==> src/rtl/lock_ctrl_if.sv <==
// Key event channel from the keypad debouncer/decoder into lock_ctrl.
// master drives a one-cycle key_valid pulse with the decoded key code.
interface lock_ctrl_if;
    logic       key_valid;
    logic [3:0] key_val;

    modport master (output key_valid, output key_val);
    modport slave  (input  key_valid, input  key_val);
endinterface

==> src/rtl/lock_ctrl.sv <==
// Keypad lock sequencer: 4-digit entry, code check, retry lockout, auto-relock.
// Define LOCK_PROG_EN to enable the PROG state and the writable passcode.
module lock_ctrl #(
    parameter logic [15:0] DEFAULT_CODE  = 16'h1234,
    parameter int          MAX_TRIES     = 3,
    parameter logic [15:0] LOCKOUT_TICKS = 16'd500,
    parameter logic [15:0] UNLOCK_TICKS  = 16'd250
) (
    input  logic        clk,
    input  logic        rst,
    lock_ctrl_if.slave  key,
    input  logic        tick,
    output logic [3:0]  disp0,
    output logic [3:0]  disp1,
    output logic [3:0]  disp2,
    output logic [3:0]  disp3,
    output logic [3:0]  disp_en,
    output logic        unlocked,
    output logic        alarm,
    output logic [2:0]  state
);

    typedef enum logic [2:0] {
        S_LOCKED  = 3'd0,
        S_CHECK   = 3'd1,
        S_OPEN    = 3'd2,
        S_PROG    = 3'd3,
        S_LOCKOUT = 3'd4
    } state_t;

    localparam int FW = $clog2(MAX_TRIES + 1);
    localparam logic [FW-1:0] FAIL_MAX = FW'(MAX_TRIES);
    // A zero-length timer would never expire, so it is stretched to one tick.
    localparam logic [15:0] LOCK_T = (LOCKOUT_TICKS == 16'd0) ? 16'd1 : LOCKOUT_TICKS;
    localparam logic [15:0] OPEN_T = (UNLOCK_TICKS == 16'd0) ? 16'd1 : UNLOCK_TICKS;

    state_t        cur;
    state_t        nxt;
    logic [3:0]    dig   [4];
    logic [3:0]    dig_n [4];
    logic [3:0]    en;
    logic [3:0]    en_n;
    logic [2:0]    count;
    logic [2:0]    count_n;
    logic [FW-1:0] fail_cnt;
    logic [FW-1:0] fail_n;
    logic [FW-1:0] fail_inc;
    logic [15:0]   timer;
    logic [15:0]   timer_n;
    logic [15:0]   code;
    logic          unlocked_n;
    logic          alarm_n;
    logic          clr;

    logic k_digit;
    logic k_enter;
    logic k_clear;
    logic entry;
    logic expire;
    logic match;

    assign k_digit = key.key_valid && (key.key_val <= 4'd9);
    assign k_enter = key.key_valid && (key.key_val == 4'hA);
    assign k_clear = key.key_valid && (key.key_val == 4'hB);

    // Digits are only collected while waiting for a code or a new code.
    assign entry  = ((cur == S_LOCKED) || (cur == S_PROG))
                    && k_digit && (count < 3'd4);
    // Timer never goes below zero: the tick from 1 (or a stray 0) ends the wait.
    assign expire = tick && (timer <= 16'd1);
    assign match  = (count == 3'd4)
                    && ({dig[0], dig[1], dig[2], dig[3]} == code);
    assign fail_inc = (fail_cnt == FAIL_MAX) ? fail_cnt : fail_cnt + FW'(1);

`ifdef LOCK_PROG_EN
    logic       k_prog;
    logic [15:0] code_n;

    assign k_prog = key.key_valid && (key.key_val == 4'hC);

    // Writable passcode; reset always restores the default.
    always_ff @(posedge clk) begin
        if (rst) code <= DEFAULT_CODE;
        else     code <= code_n;
    end
`else
    assign code = DEFAULT_CODE;
`endif

    // State and datapath registers, including the registered flag outputs.
    always_ff @(posedge clk) begin
        if (rst) begin
            cur      <= S_LOCKED;
            for (int i = 0; i < 4; i++) dig[i] <= 4'd0;
            en       <= 4'd0;
            count    <= 3'd0;
            fail_cnt <= '0;
            timer    <= 16'd0;
            unlocked <= 1'b0;
            alarm    <= 1'b0;
        end else begin
            cur      <= nxt;
            for (int i = 0; i < 4; i++) dig[i] <= dig_n[i];
            en       <= en_n;
            count    <= count_n;
            fail_cnt <= fail_n;
            timer    <= timer_n;
            unlocked <= unlocked_n;
            alarm    <= alarm_n;
        end
    end

    // Next-state and next-datapath decision for the current state and inputs.
    always_comb begin
        nxt     = cur;
        for (int i = 0; i < 4; i++) dig_n[i] = dig[i];
        en_n    = en;
        count_n = count;
        fail_n  = fail_cnt;
        timer_n = timer;
        clr     = 1'b0;
`ifdef LOCK_PROG_EN
        code_n  = code;
`endif
        if (entry) begin
            dig_n[count[1:0]] = key.key_val;
            en_n[count[1:0]]  = 1'b1;
            count_n           = count + 3'd1;
        end
        case (cur)
            S_LOCKED: begin
                if (k_clear)      clr = 1'b1;
                else if (k_enter) nxt = S_CHECK;
            end
            S_CHECK: begin
                clr = 1'b1;
                if (match) begin
                    nxt     = S_OPEN;
                    fail_n  = '0;
                    timer_n = OPEN_T;
                end else begin
                    fail_n = fail_inc;
                    if (fail_inc == FAIL_MAX) begin
                        nxt     = S_LOCKOUT;
                        timer_n = LOCK_T;
                    end else begin
                        nxt = S_LOCKED;
                    end
                end
            end
            S_OPEN: begin
                // Expiry wins over a key arriving in the same cycle.
                if (expire) begin
                    nxt     = S_LOCKED;
                    timer_n = 16'd0;
                end else begin
                    if (tick) timer_n = timer - 16'd1;
                    if (k_clear) begin
                        nxt     = S_LOCKED;
                        timer_n = 16'd0;
                    end
`ifdef LOCK_PROG_EN
                    else if (k_prog) begin
                        nxt = S_PROG;
                    end
`endif
                end
            end
`ifdef LOCK_PROG_EN
            S_PROG: begin
                // Leaving PROG always empties the buffer for the next entry.
                if (k_enter && (count == 3'd4)) begin
                    code_n = {dig[0], dig[1], dig[2], dig[3]};
                    nxt    = S_LOCKED;
                    clr    = 1'b1;
                end else if (k_clear) begin
                    clr = 1'b1;
                    if (count == 3'd0) nxt = S_LOCKED;
                end
            end
`endif
            S_LOCKOUT: begin
                if (expire) begin
                    nxt     = S_LOCKED;
                    timer_n = 16'd0;
                    fail_n  = '0;
                end else if (tick) begin
                    timer_n = timer - 16'd1;
                end
            end
            default: begin
                nxt = S_LOCKED;
                clr = 1'b1;
            end
        endcase
        if (clr) begin
            for (int i = 0; i < 4; i++) dig_n[i] = 4'd0;
            en_n    = 4'd0;
            count_n = 3'd0;
        end
    end

    // Flag outputs decoded from the upcoming state so they register with it.
    always_comb begin
        unlocked_n = (nxt == S_OPEN) || (nxt == S_PROG);
        alarm_n    = (nxt == S_LOCKOUT);
    end

    assign disp0   = dig[0];
    assign disp1   = dig[1];
    assign disp2   = dig[2];
    assign disp3   = dig[3];
    assign disp_en = en;
    assign state   = cur;

endmodule

==> src/flat_wrapper.sv <==
// flat-port wrapper written by rule: the top's interface ports become plain ports
module lock_ctrl_flat 
#(
    parameter logic [15:0] DEFAULT_CODE  = 16'h1234,
    parameter int          MAX_TRIES     = 3,
    parameter logic [15:0] LOCKOUT_TICKS = 16'd500,
    parameter logic [15:0] UNLOCK_TICKS  = 16'd250
)
  (clk, rst, tick, disp0, disp1, disp2, disp3, disp_en, unlocked, alarm, state, key_key_valid, key_key_val);
  lock_ctrl_if key_i ();
  input  logic clk;
  input  logic rst;
  input  logic tick;
  output logic [3:0] disp0;
  output logic [3:0] disp1;
  output logic [3:0] disp2;
  output logic [3:0] disp3;
  output logic [3:0] disp_en;
  output logic unlocked;
  output logic alarm;
  output logic [2:0] state;
  input wire logic [$bits(key_i.key_valid)-1:0] key_key_valid;
  input wire logic [$bits(key_i.key_val)-1:0] key_key_val;
  assign key_i.key_valid = key_key_valid;
  assign key_i.key_val = key_key_val;
  lock_ctrl #(.DEFAULT_CODE(DEFAULT_CODE), .MAX_TRIES(MAX_TRIES), .LOCKOUT_TICKS(LOCKOUT_TICKS), .UNLOCK_TICKS(UNLOCK_TICKS)) u_core (.clk(clk), .rst(rst), .key(key_i), .tick(tick), .disp0(disp0), .disp1(disp1), .disp2(disp2), .disp3(disp3), .disp_en(disp_en), .unlocked(unlocked), .alarm(alarm), .state(state));
endmodule
==> config.mk <==
export PLATFORM = sky130hd
export DESIGN_NAME = lock_ctrl_flat
export DESIGN_NICKNAME = d
export VERILOG_FILES = /design/src/rtl/lock_ctrl_if.sv /design/src/rtl/lock_ctrl.sv /design/src/flat_wrapper.sv
export SDC_FILE = /design/constraint.sdc
export NUM_CORES = 1
export LEC_CHECK = 0
export BUFFER_PORTS_ARGS = -buffer_cell sky130_fd_sc_hd__buf_2
export CAP_MARGIN = 20
export CORE_MARGIN = 10
export CORE_UTILIZATION = 51
export CTS_CLUSTER_SIZE = 24
export DETAILED_ROUTE_END_ITERATION = 7
export GPL_ROUTABILITY_DRIVEN = 1
export PLACE_DENSITY = 0.75
export SLEW_MARGIN = 20
export SYNTH_ARGS = -nofsm -noshare
export SYNTH_HDL_FRONTEND = slang
export SYNTH_SLANG_ARGS = --single-unit
==> constraint.sdc <==
create_clock -name clk -period 1.75 [get_ports clk]
set_input_delay 0.2625 -clock clk [delete_from_list [all_inputs] [get_ports clk]]
set_output_delay 0.2625 -clock clk [all_outputs]
set_load 0.02 [all_outputs]
==> reports/results.tsv, run 1 <==
stage	metric	value	unit
timing	worst_slack	-0.0427	ns
routing	wire_per_inst	16.1	µm
timing	drv_slew	0	
finish	utilization	72.0	%
floorplan	die_area	7550	µm²
power	irDropWorstVdd	0.000429	V
floorplan	num_rows	24	
synth	yosys-top-cells-area	dfxtp_1 40%, a21oi_1 7.2%, nand2_1 5.6%	
power	cellLeakagePower	1.39	nW
synth	syn-num-nets	291	
worst_setup_path	crit_chain	nor4b_4 > nand4_2 > o21a_4 > and2_4 > and3_4 > a211o_1	
clock_network	cts.sinks	46	
floorplan	core-area	4350	µm²
worst_setup_path	path_buf_inv	0	
worst_setup_path	slowest_delay	0.34	ns
clock_network	cts-root-buf	clkbuf_8	
synth	ys_seq_area_share	40.4	%
worst_setup_path	startpoint_type	register	
synth	ys_warn_count	0	
clock_network	cts.htree.levels	2	
synth	synth_edf_count	0	
outcome	failed_checks	setup timing	
clock_network	cts_tree	built	
floorplan	fp.dieH	86.9	µm
place	place_congestion	0.920	
synth	synth_flop_cell	dfxtp_1	
synth	synth_top_area_share	40.4	%
power	total_power	2.00	mW
synth	synth.avg_cell_area	8.23	µm²
clock_network	worstSkewPairLatency	0.30	ns
worst_setup_path	critical_path.top_delay_family	simple AND/OR/NAND/NOR gates	
routing	antenna_left	0	
floorplan	ios	33	
worst_setup_path	crit_cells	6	
global_route	grt_max_degree	28	
flow_run	max_cap_viol_count	0	
synth	syn-cell-area	2280	µm²
place	place_area	2870	µm²
routing	drt_iter0_drc	126	
worst_setup_path	slowest_stage	dfxtp_2	
worst_setup_path	required	1.95	ns
place	dp.cells	402	
routing	post-route-drc-count	0	
clock_network	hold_buffers	0	
synth	yosysUniqueCellTypes	56	
outcome	outcome	finished with violations	
worst_setup_path	arrival	1.99	ns
floorplan	start_util	52.4	%
timing	final.setup.tns	-0.118	ns
worst_setup_path	r2r_cells	6	
finish	layout-drive-gt1-share	38.2	%
clock_network	cts.path.max_buffers	2	
min_path	hp-class	in -> reg	
worst_setup_path	worst-setup-path-type	reg -> reg	
routing	dr.pass1.iters	4	
place	hpwlAfterDp	4.82	mm
timing	rsz0062_at_grt	yes	
timing	fmax	558	MHz
synth	synth_seq_cells	46	
timing	slew_headroom	71.3	%
timing	tightestPinTransition	0.419	ns
routing	wirelength	6.65	mm
finish	layout.nets	374	
timing	period_needed	1.79	ns
routing	vias	2415	
finish	n_antenna_cell	0	
global_route	antenna_found_initial	0	
clock_network	cts_buffers	5	
synth	synth_cells	277	
synth	synth_top_area_cell	dfxtp_1	
finish	fin_cells	413	
timing	finClkSkew	0.00387	ns
worst_setup_path	cp_max_fo	5	
power	power_density	640	nW/µm²
place	numPortBuffers	32	
global_route	grt_pass1_vias	2390	
floorplan	die_w	86.9	µm
worst_setup_path	cp-end-kind	register	
timing	setup-violations-final	4	
synth	netlist_top_cells_count	46 x dfxtp_1, 34 x nand2_1, 33 x a21oi_1, 23 x nor2_1, 21 x nand3_1	
finish	final_area	3130	µm²
clock_network	clk_pin_slew_worst_paths	0.09	ns
finish	nFillCells	352	
global_route	gr-usage-all-layers	17.4	%
synth	synth.most_common_cell	dfxtp_1	
global_route	overflow	0	
finish	syn_to_final_growth	37.4	%
routing	via_per_inst	5.85	
timing	post-route-period-util	102	%
timing	hold_viol	0	
synth	async_flop_share	0	%
min_path	hold_path_depth	2	
global_route	grt_pass1_wl	10.8	mm
## final cells by class
class,instances,area (µm²),share of cell area (%)
Clock buffer,7,86.3,2.75
Sequential cell,46,931,29.7
Timing Repair Buffer,87,606,19.3
Tap cell,52,65.1,2.08
Multi-Input combinational cell,211,1410,44.9
Clock inverter,1,5.00,0.160
Inverter,9,33.8,1.08
## state kept, by name, summed over array words and instances (netlist names)
| signal | cells |
|---|---|
| u_core.alarm | 1 |
| u_core.count | 3 |
| u_core.dig | 16 |
| u_core.disp_en | 4 |
| u_core.fail_cnt | 2 |
| u_core.state | 3 |
| u_core.timer | 16 |
| u_core.unlocked | 1 |
## power breakdown
group          leakage [nW]  internal, mW  switching, mW
Combinational         0.969         0.102          0.145
Sequential            0.376          1.06         0.0139
Clock                0.0482         0.319          0.360
## final timing paths
kind                                       start                              to  slack (ns)
setup / recovery    u_core.timer[3]$_SDFFE_PP0P_   u_core.timer[13]$_SDFFE_PP0P_       -0.04
setup reg to reg    u_core.timer[3]$_SDFFE_PP0P_   u_core.timer[13]$_SDFFE_PP0P_       -0.04
hold / removal                               rst    u_core.timer[1]$_SDFFE_PP0P_        0.28
hold reg to reg   u_core.disp_en[0]$_SDFFE_PP0P_  u_core.disp_en[0]$_SDFFE_PP0P_        0.47
## routing by layer
layer  vias up  share of wire (%)  GRT usage [%]  wire (µm)
li1       1182                  -              -          -
met1      1145                 42           20.2       2810
met2        72                 51           29.8       3410
met3        16                4.9           3.84        324
met4         0                1.7           7.07        110
met5         -                  0              0          0
## cell usage in the layout, fill, tap and decap left out, types with 3 or more instances in the layout
master	count
a21o_1	4
nand2_1	34
o21ai_1	3
a211oi_1	3
a21oi_1	30
dfxtp_2	8
o21ai_0	3
clkbuf_8	6
ha_1	6
nor4_1	3
nor3_2	3
dfxtp_1	38
inv_1	9
nor2_1	20
nor3_1	12
a21oi_2	3
o31ai_1	3
nand3_1	20
nor2_2	3
and3_4	4
buf_2	32
buf_4	51
a211o_1	3
## stage by stage
stage                     hold WS (ns)  setup WS (ns)
final                            0.278        -0.0427
after global routing             0.276         -0.103
after CTS                        0.244        -0.0373
after detailed placement         0.455         -0.116
after global placement           0.445        -0.0809
after floorplan                  0.339       -0.00245
## what timing repair did
| item | 4_1_cts | 5_1_grt |
|---|---|---|
| gates cloned | 0 | 0 |
| endpoints found under the setup margin | 9 | 21 |
| gates resized for setup | 9 | 31 |
| hold endpoints to repair | 0 | 0 |
| pin swaps | 7 | 13 |
| setup buffers | 2 | 1 |
## logic make-up after synthesis
group / count (synthesis) / synth area share (%)
and+or+nand+nor: 132 / 30.9
AOI/OAI and AO/OA: 68 / 19.2
DFF: 46 / 40.4
buffers and inverters: 20 / 3.89
adders and majority gates: 6 / 3.29
xor gates and xnor gates: 3 / 1.48
muxes: 2 / 0.878
Note: power is estimated with default switching activity, not from simulation.
==> run 2, diff against run 1 <==
--- a/config.mk
+++ b/config.mk
@@ -8,11 +8,13 @@
 export BUFFER_PORTS_ARGS = -buffer_cell sky130_fd_sc_hd__buf_2
 export CAP_MARGIN = 20
 export CORE_MARGIN = 10
-export CORE_UTILIZATION = 51
+export CORE_UTILIZATION = 53
+export CTS_BUF_LIST = sky130_fd_sc_hd__clkbuf_2
 export CTS_CLUSTER_SIZE = 24
 export DETAILED_ROUTE_END_ITERATION = 7
 export GPL_ROUTABILITY_DRIVEN = 1
-export PLACE_DENSITY = 0.75
+export MAX_ROUTING_LAYER = met4
+export PLACE_DENSITY = 0.78
 export SLEW_MARGIN = 20
 export SYNTH_ARGS = -nofsm -noshare
 export SYNTH_HDL_FRONTEND = slang
==> reports/results.tsv, run 2 (synthesis gave the netlist of run 1 again) <==
stage	metric	value	unit	change
place	dp.cells	415		+3.2%
clock_network	worstSkewPairLatency	0.45	ns	+0.15 ns
clock_network	clk_pin_slew_worst_paths	0.22	ns	+0.13 ns
floorplan	fp.dieH	85.6	µm	-1.5%
global_route	antenna_found_initial	1		+1
outcome	failed_checks	setup timing		
power	cellLeakagePower	1.48	nW	+6.4%
clock_network	cts-root-buf	clkbuf_2		
power	power_density	540	nW/µm²	-16%
worst_setup_path	arrival	2.26	ns	+0.27 ns
place	post-place-ws	-0.153	ns	-0.0374 ns
clock_network	cts.path.max_buffers	2		unchanged
place	place_congestion	0.947		+2.9%
worst_setup_path	slowest_delay	0.39	ns	+0.05 ns
place	numPortBuffers	32		unchanged
routing	wirelength	7.21	mm	+8.4%
timing	setup-violations-final	12		+8
worst_setup_path	startpoint_type	register		
floorplan	die_area	7330	µm²	-2.9%
worst_setup_path	cp-end-kind	register		
finish	layout-drive-gt1-share	42.9	%	+4.7 points
worst_setup_path	r2r_cells	6		unchanged
worst_setup_path	startpoint	u_core.timer[4]$_SDFFE_PP0P_		
place	place_area	2990	µm²	+4.3%
timing	period_needed	1.91	ns	+0.121 ns
flow_run	max_cap_viol_count	0		unchanged
timing	rsz0062_at_grt	yes		
floorplan	start_util	55.8	%	+3.4 points
floorplan	core-area	4090	µm²	-6.1%
routing	vias	2573		+6.5%
worst_setup_path	required	2.09	ns	+0.14 ns
finish	final_area	3300	µm²	+5.2%
routing	antenna_left	0		unchanged
clock_network	cts.htree.levels	2		unchanged
worst_setup_path	path_buf_inv	0		unchanged
timing	slew_headroom	64.0	%	-7.3 points
floorplan	die_w	85.6	µm	-1.5%
place	hpwlAfterDp	5.05	mm	+4.6%
power	irDropWorstVdd	0.000490	V	+14%
finish	final_cell_mix	65 x buf_4, 37 x dfxtp_1, 34 x nand2_1		
global_route	gr-usage-all-layers	18.9	%	+1.5 points
timing	finClkSkew	0.0307	ns	+0.0268 ns
routing	wire_per_inst	16.7	µm	+3.8%
clock_network	hold_buffers	0		unchanged
outcome	outcome	finished with violations		
global_route	grt_pass1_wl	11.2	mm	+3.4%
finish	fin_cells	431		+4.4%
clock_network	cts_buffers	5		unchanged
worst_setup_path	cp_max_fo	5		unchanged
routing	post-route-drc-count	0		unchanged
worst_setup_path	critical_path.top_delay_family	simple AND/OR/NAND/NOR gates		
routing	drt_iter0_drc	161		+28%
finish	nFillCells	266		-24%
worst_setup_path	rrSetupSlack	-0.16	ns	-0.12 ns
global_route	grt_pass1_vias	2394		+0.17%
worst_setup_path	slowest_stage	dfxtp_2		
finish	layout.nets	393		+5.1%
min_path	hold_start	key_key_valid		
timing	worst_slack	-0.163	ns	-0.121 ns
worst_setup_path	worstReg2RegStart	u_core.timer[4]$_SDFFE_PP0P_		
worst_setup_path	crit_chain	nor4b_4 > nand4_2 > o21a_4 > and2_4 > and3_4 > a211o_1		
worst_setup_path	worst-setup-path-type	reg -> reg		
global_route	grt_max_degree	28		unchanged
routing	dr.pass1.iters	7		+3
timing	fmax	523	MHz	-6.3%
timing	tightestPinTransition	0.526	ns	+0.107 ns
min_path	hold_path_depth	3		+1
timing	drv_slew	0		unchanged
timing	fin_hold_ws	0.0879	ns	-0.190 ns
floorplan	ios	33		unchanged
global_route	overflow	0		unchanged
clock_network	cts_tree	built		
clock_network	cts.sinks	46		unchanged
floorplan	num_rows	23		-4.2%
timing	post-route-period-util	109	%	+6.9 points
worst_setup_path	critical_path.endpoint	u_core.timer[11]$_SDFFE_PP0P_		
timing	final.setup.tns	-0.894	ns	-0.776 ns
finish	final_common_cell	buf_4		
min_path	hp-class	in -> reg		
routing	via_per_inst	5.97		+2.1%
finish	syn_to_final_growth	44.6	%	
worst_setup_path	crit_cells	6		unchanged
worst_setup_path	reg2reg_to	u_core.timer[11]$_SDFFE_PP0P_		
timing	hold_viol	0		unchanged
run 2: cell types whose count changed in the layout (fill, tap and decap cells not counted), sizes merged:
cell      change
diode         +1
clkbuf        -2
buf          +19
clkinvlp      +1
clkinv        +1
run 2: layout make-up:
class	count	area (µm²)	area share [%]
clock inverters	3	16.3	0.493
well taps	50	62.6	1.90
flip-flops and latches	46	935	28.3
clock buffers	5	25.0	0.759
repair buffers	106	776	23.5
diodes	1	2.50	0.0759
multi-input cells	211	1450	43.9
inverters	9	33.8	1.02
run 2: how the worst min path moves through the flow:
stage | slack (ns) | end
finish | 0.09 | u_core.state[0]$_SDFF_PP0_
global route | 0.06 | u_core.state[0]$_SDFF_PP0_
CTS | 0.08 | u_core.state[0]$_SDFF_PP0_
detailed placement | 0.45 | u_core.disp_en[0]$_SDFFE_PP0P_
global placement | 0.45 | u_core.disp_en[1]$_SDFFE_PP0P_
floorplan | 0.34 | u_core.state[0]$_SDFF_PP0_
run 2: worst min-delay path: cells and delay by family:
kind	cells	cell delay (ns)
buffers and inverters	1	0.12
AND/OR/NAND/NOR	2	0.13
run 2: power by group:
part           total, mW  switching [mW]  internal [mW]
Combinational      0.264           0.153          0.111
Clock              0.440           0.349         0.0908
Sequential          1.08          0.0109           1.07
run 2: per-layer routing:
layer	vias to the layer above	share of wire [%]	global-route usage, %
met4	0	2.4	7.49
met5	-	0	-
li1	1217	-	-
met1	1204	43	22.6
met2	129	47	29.5
met3	23	7.5	4.92
run 2: timing repair:
action | CTS | global route
resized for setup | 24 | 28
cloned | 0 | 0
setup buffers | 5 | 3
pin swaps | 17 | 15
setup endpoints to repair | 16 | 22
run 2: metrics by stage:
stage | total power [mW] | util, %
4_1_cts | 1.77 | 77.0
2_1_floorplan | 1.23 | -
3_3_place_gp | 1.33 | 73.2
5_1_grt | 1.86 | 80.7
6_report | 1.78 | 80.7
3_5_place_dp | 1.34 | 73.2
==> run 3, diff against run 2 <==
--- a/config.mk
+++ b/config.mk
@@ -8,13 +8,13 @@
 export BUFFER_PORTS_ARGS = -buffer_cell sky130_fd_sc_hd__buf_2
 export CAP_MARGIN = 20
 export CORE_MARGIN = 10
-export CORE_UTILIZATION = 53
+export CORE_UTILIZATION = 59
 export CTS_BUF_LIST = sky130_fd_sc_hd__clkbuf_2
-export CTS_CLUSTER_SIZE = 24
+export CTS_CLUSTER_DIAMETER = 60
 export DETAILED_ROUTE_END_ITERATION = 7
 export GPL_ROUTABILITY_DRIVEN = 1
 export MAX_ROUTING_LAYER = met4
-export PLACE_DENSITY = 0.78
+export PLACE_DENSITY = 0.82
 export SLEW_MARGIN = 20
 export SYNTH_ARGS = -nofsm -noshare
 export SYNTH_HDL_FRONTEND = slang
==> constraint.sdc (replaced) <==
create_clock -name clk -period 2.2 [get_ports clk]
set_input_delay 0.33 -clock clk [delete_from_list [all_inputs] [get_ports clk]]
set_output_delay 0.33 -clock clk [all_outputs]
set_load 0.02 [all_outputs]
==> reports/results.tsv, run 3 (synthesis gave the netlist of run 1 again) <==
stage	metric	value	unit	change
worst_setup_path	slowest_stage	dfxtp_1		
power	irDropWorstVdd	0.000382	V	-22%
timing	finClkSkew	0.0194	ns	-0.0113 ns
power	p_int	1.09	mW	-14%
power	switchingPower	0.386	mW	-25%
power	power_density	576	nW/µm²	+6.5%
global_route	grt_max_degree	28		unchanged
clock_network	cts_tree	built		
routing	post-route-drc-count	0		unchanged
routing	met3_length	348	µm	-36%
worst_setup_path	worstReg2RegStart	u_core.timer[0]$_SDFFE_PP0P_		
routing	drt_iter0_drc	252		+57%
routing	vias	2155		-16%
power	p_seq_share	58.5	%	-2.0 points
routing	top_layer	met4		
worst_setup_path	arrival	2.42	ns	+0.16 ns
worst_setup_path	path_buf_inv	1		+1
clock_network	cts_buffers	5		unchanged
timing	tightestPinTransition	0.726	ns	+0.200 ns
power	pwr-share-comb	10.0	%	-4.8 points
outcome	outcome	finished clean		
routing	route.met2.wl	2.76	mm	-19%
global_route	grt_pass1_vias	2090		-13%
floorplan	ios	33		unchanged
clock_network	cts.htree.levels	2		unchanged
finish	syn_to_final_growth	12.2	%	
finish	final_cell_mix	45 x dfxtp_1, 34 x nand2_1, 33 x a21oi_1		
routing	dr.pass1.iters	4		-3
timing	setup-violations-final	0		-12
clock_network	cts.path.max_buffers	2		unchanged
place	place_congestion	0.874		-7.8%
power	power.share.switching	26.2	%	-2.6 points
timing	slew_headroom	51.6	%	-12 points
place	post-place-ws	0.114	ns	+0.267 ns
clock_network	hold_buffers	0		unchanged
finish	n_antenna_cell	0		-1
floorplan	start_util	61.8	%	+6.0 points
worst_setup_path	worst-setup-path-type	reg -> reg		
routing	via_per_inst	5.99		+0.27%
global_route	gr-usage-all-layers	17.9	%	-0.97 points
min_path	hp-class	in -> reg		
worst_setup_path	required	2.58	ns	+0.49 ns
finish	layout.nets	325		-17%
worst_setup_path	slowest_delay	0.46	ns	+0.07 ns
worst_setup_path	crit_chain	inv_1 > ha_1 > o21ai_0 > o21a_4 > nand2_2 > o32a_1 > o21ai_1		
power	p_clk_share	31.5	%	+6.8 points
global_route	antenna_found_initial	0		-1
worst_setup_path	rrSetupSlack	0.16	ns	+0.32 ns
timing	worst_slack	0.162	ns	+0.325 ns
clock_network	worstSkewPairLatency	0.43	ns	-0.02 ns
routing	wirelength	5.59	mm	-22%
worst_setup_path	startpoint_type	register		
timing	hold_viol	0		unchanged
worst_setup_path	cp-end-kind	register		
clock_network	cts.sinks	46		unchanged
floorplan	fp.dieH	82.2	µm	-4.0%
timing	drv_slew	0		unchanged
global_route	grt_pass1_wl	9.49	mm	-15%
clock_network	cts-resized-gates	0		-100%
routing	antenna_left	0		unchanged
floorplan	core-area	3690	µm²	-9.7%
timing	post-route-period-util	92.6	%	-17 points
power	cellLeakagePower	1.09	nW	-27%
finish	layout-drive-gt1-share	19.2	%	-24 points
worst_setup_path	startpoint	u_core.timer[0]$_SDFFE_PP0P_		
worst_setup_path	critical_path.top_delay_family	compound AO/OA/AOI/OAI gates		
finish	nFillCells	328		+23%
min_path	hold_start	key_key_valid		
floorplan	num_rows	22		-4.3%
place	numPortBuffers	32		unchanged
clock_network	cts-root-buf	clkbuf_2		
place	hpwlAfterDp	4.03	mm	-20%
global_route	overflow	0		unchanged
clock_network	post_cts_buffers	0		-5
routing	wl_met1	2.41	mm	-21%
timing	fmax	491	MHz	-6.1%
floorplan	die_w	82.2	µm	-4.0%
floorplan	die_area	6750	µm²	-7.8%
finish	final_common_cell	dfxtp_1		
worst_setup_path	cp_max_fo	9		+4
routing	wire_per_inst	15.5	µm	-7.1%
flow_run	max_cap_viol_count	0		unchanged
clock_network	clk_pin_slew_worst_paths	0.24	ns	+0.02 ns
timing	period_needed	2.04	ns	+0.125 ns
finish	utilization	69.4	%	-11 points
-- run 3: cell count changes in the layout (fill, tap and decap cells not counted), sizes merged --
cell | before | now
bufinv | 0 | 1
buf | 106 | 38
clkinvlp | 1 | 0
diode | 1 | 0
-- run 3: layout make-up --
type,instances,area [µm²],share of cell area (%)
Inverter,9,33.8,1.32
Sequential cell,46,922,36.0
Clock inverter,3,40.0,1.56
Timing Repair Buffer,38,205,8.02
Multi-Input combinational cell,211,1270,49.8
Tap cell,48,60.1,2.35
Clock buffer,5,25.0,0.978
-- run 3: per-layer routing --
layer / up-vias / GRT usage (%)
li1: 1078 / -
met1: 989 / 20.7
met2: 78 / 29.5
met3: 10 / 5.18
met4: 0 / 5.44
met5: - / -
-- run 3: worst paths after layout --
check                                        to  depth (start not counted)
hold / removal       u_core.state[0]$_SDFF_PP0_                          3
setup reg to reg  u_core.timer[10]$_SDFFE_PP0P_                          7
hold reg to reg   u_core.dig[0][0]$_SDFFE_PP0P_                          2
setup / recovery  u_core.timer[10]$_SDFFE_PP0P_                          7
-- run 3: worst register-to-register path: stages, from the launching register on --
cell,delay [ns]
dfxtp_1,0.46
inv_1,0.09
ha_1,0.26
o21ai_0,0.38
o21a_4,0.24
nand2_2,0.14
o32a_1,0.35
o21ai_1,0.07
-- run 3: power groups by stage --
stage	combinational [mW]	sequential [mW]	clock (mW)
after CTS	0.147	0.862	0.473
final	0.147	0.862	0.465
after global routing	0.162	0.865	0.511
after global placement	0.145	0.878	0
after floorplan	0.0850	0.890	0
after detailed placement	0.147	0.878	0
-- run 3: per-stage QoR --
step | TNS, ns | cell area [µm²] | instances | hold slack (ns) | power, mW
2_1_floorplan | 0 | 2280 | 277 | 0.407 | 0.975
3_3_place_gp | 0 | 2490 | 352 | 0.450 | 1.02
3_5_place_dp | 0 | 2490 | 352 | 0.453 | 1.02
4_1_cts | 0 | 2560 | 360 | 0.128 | 1.48
5_1_grt | -0.0192 | 2560 | 360 | 0.110 | 1.54
6_report | 0 | 2560 | 360 | 0.132 | 1.47
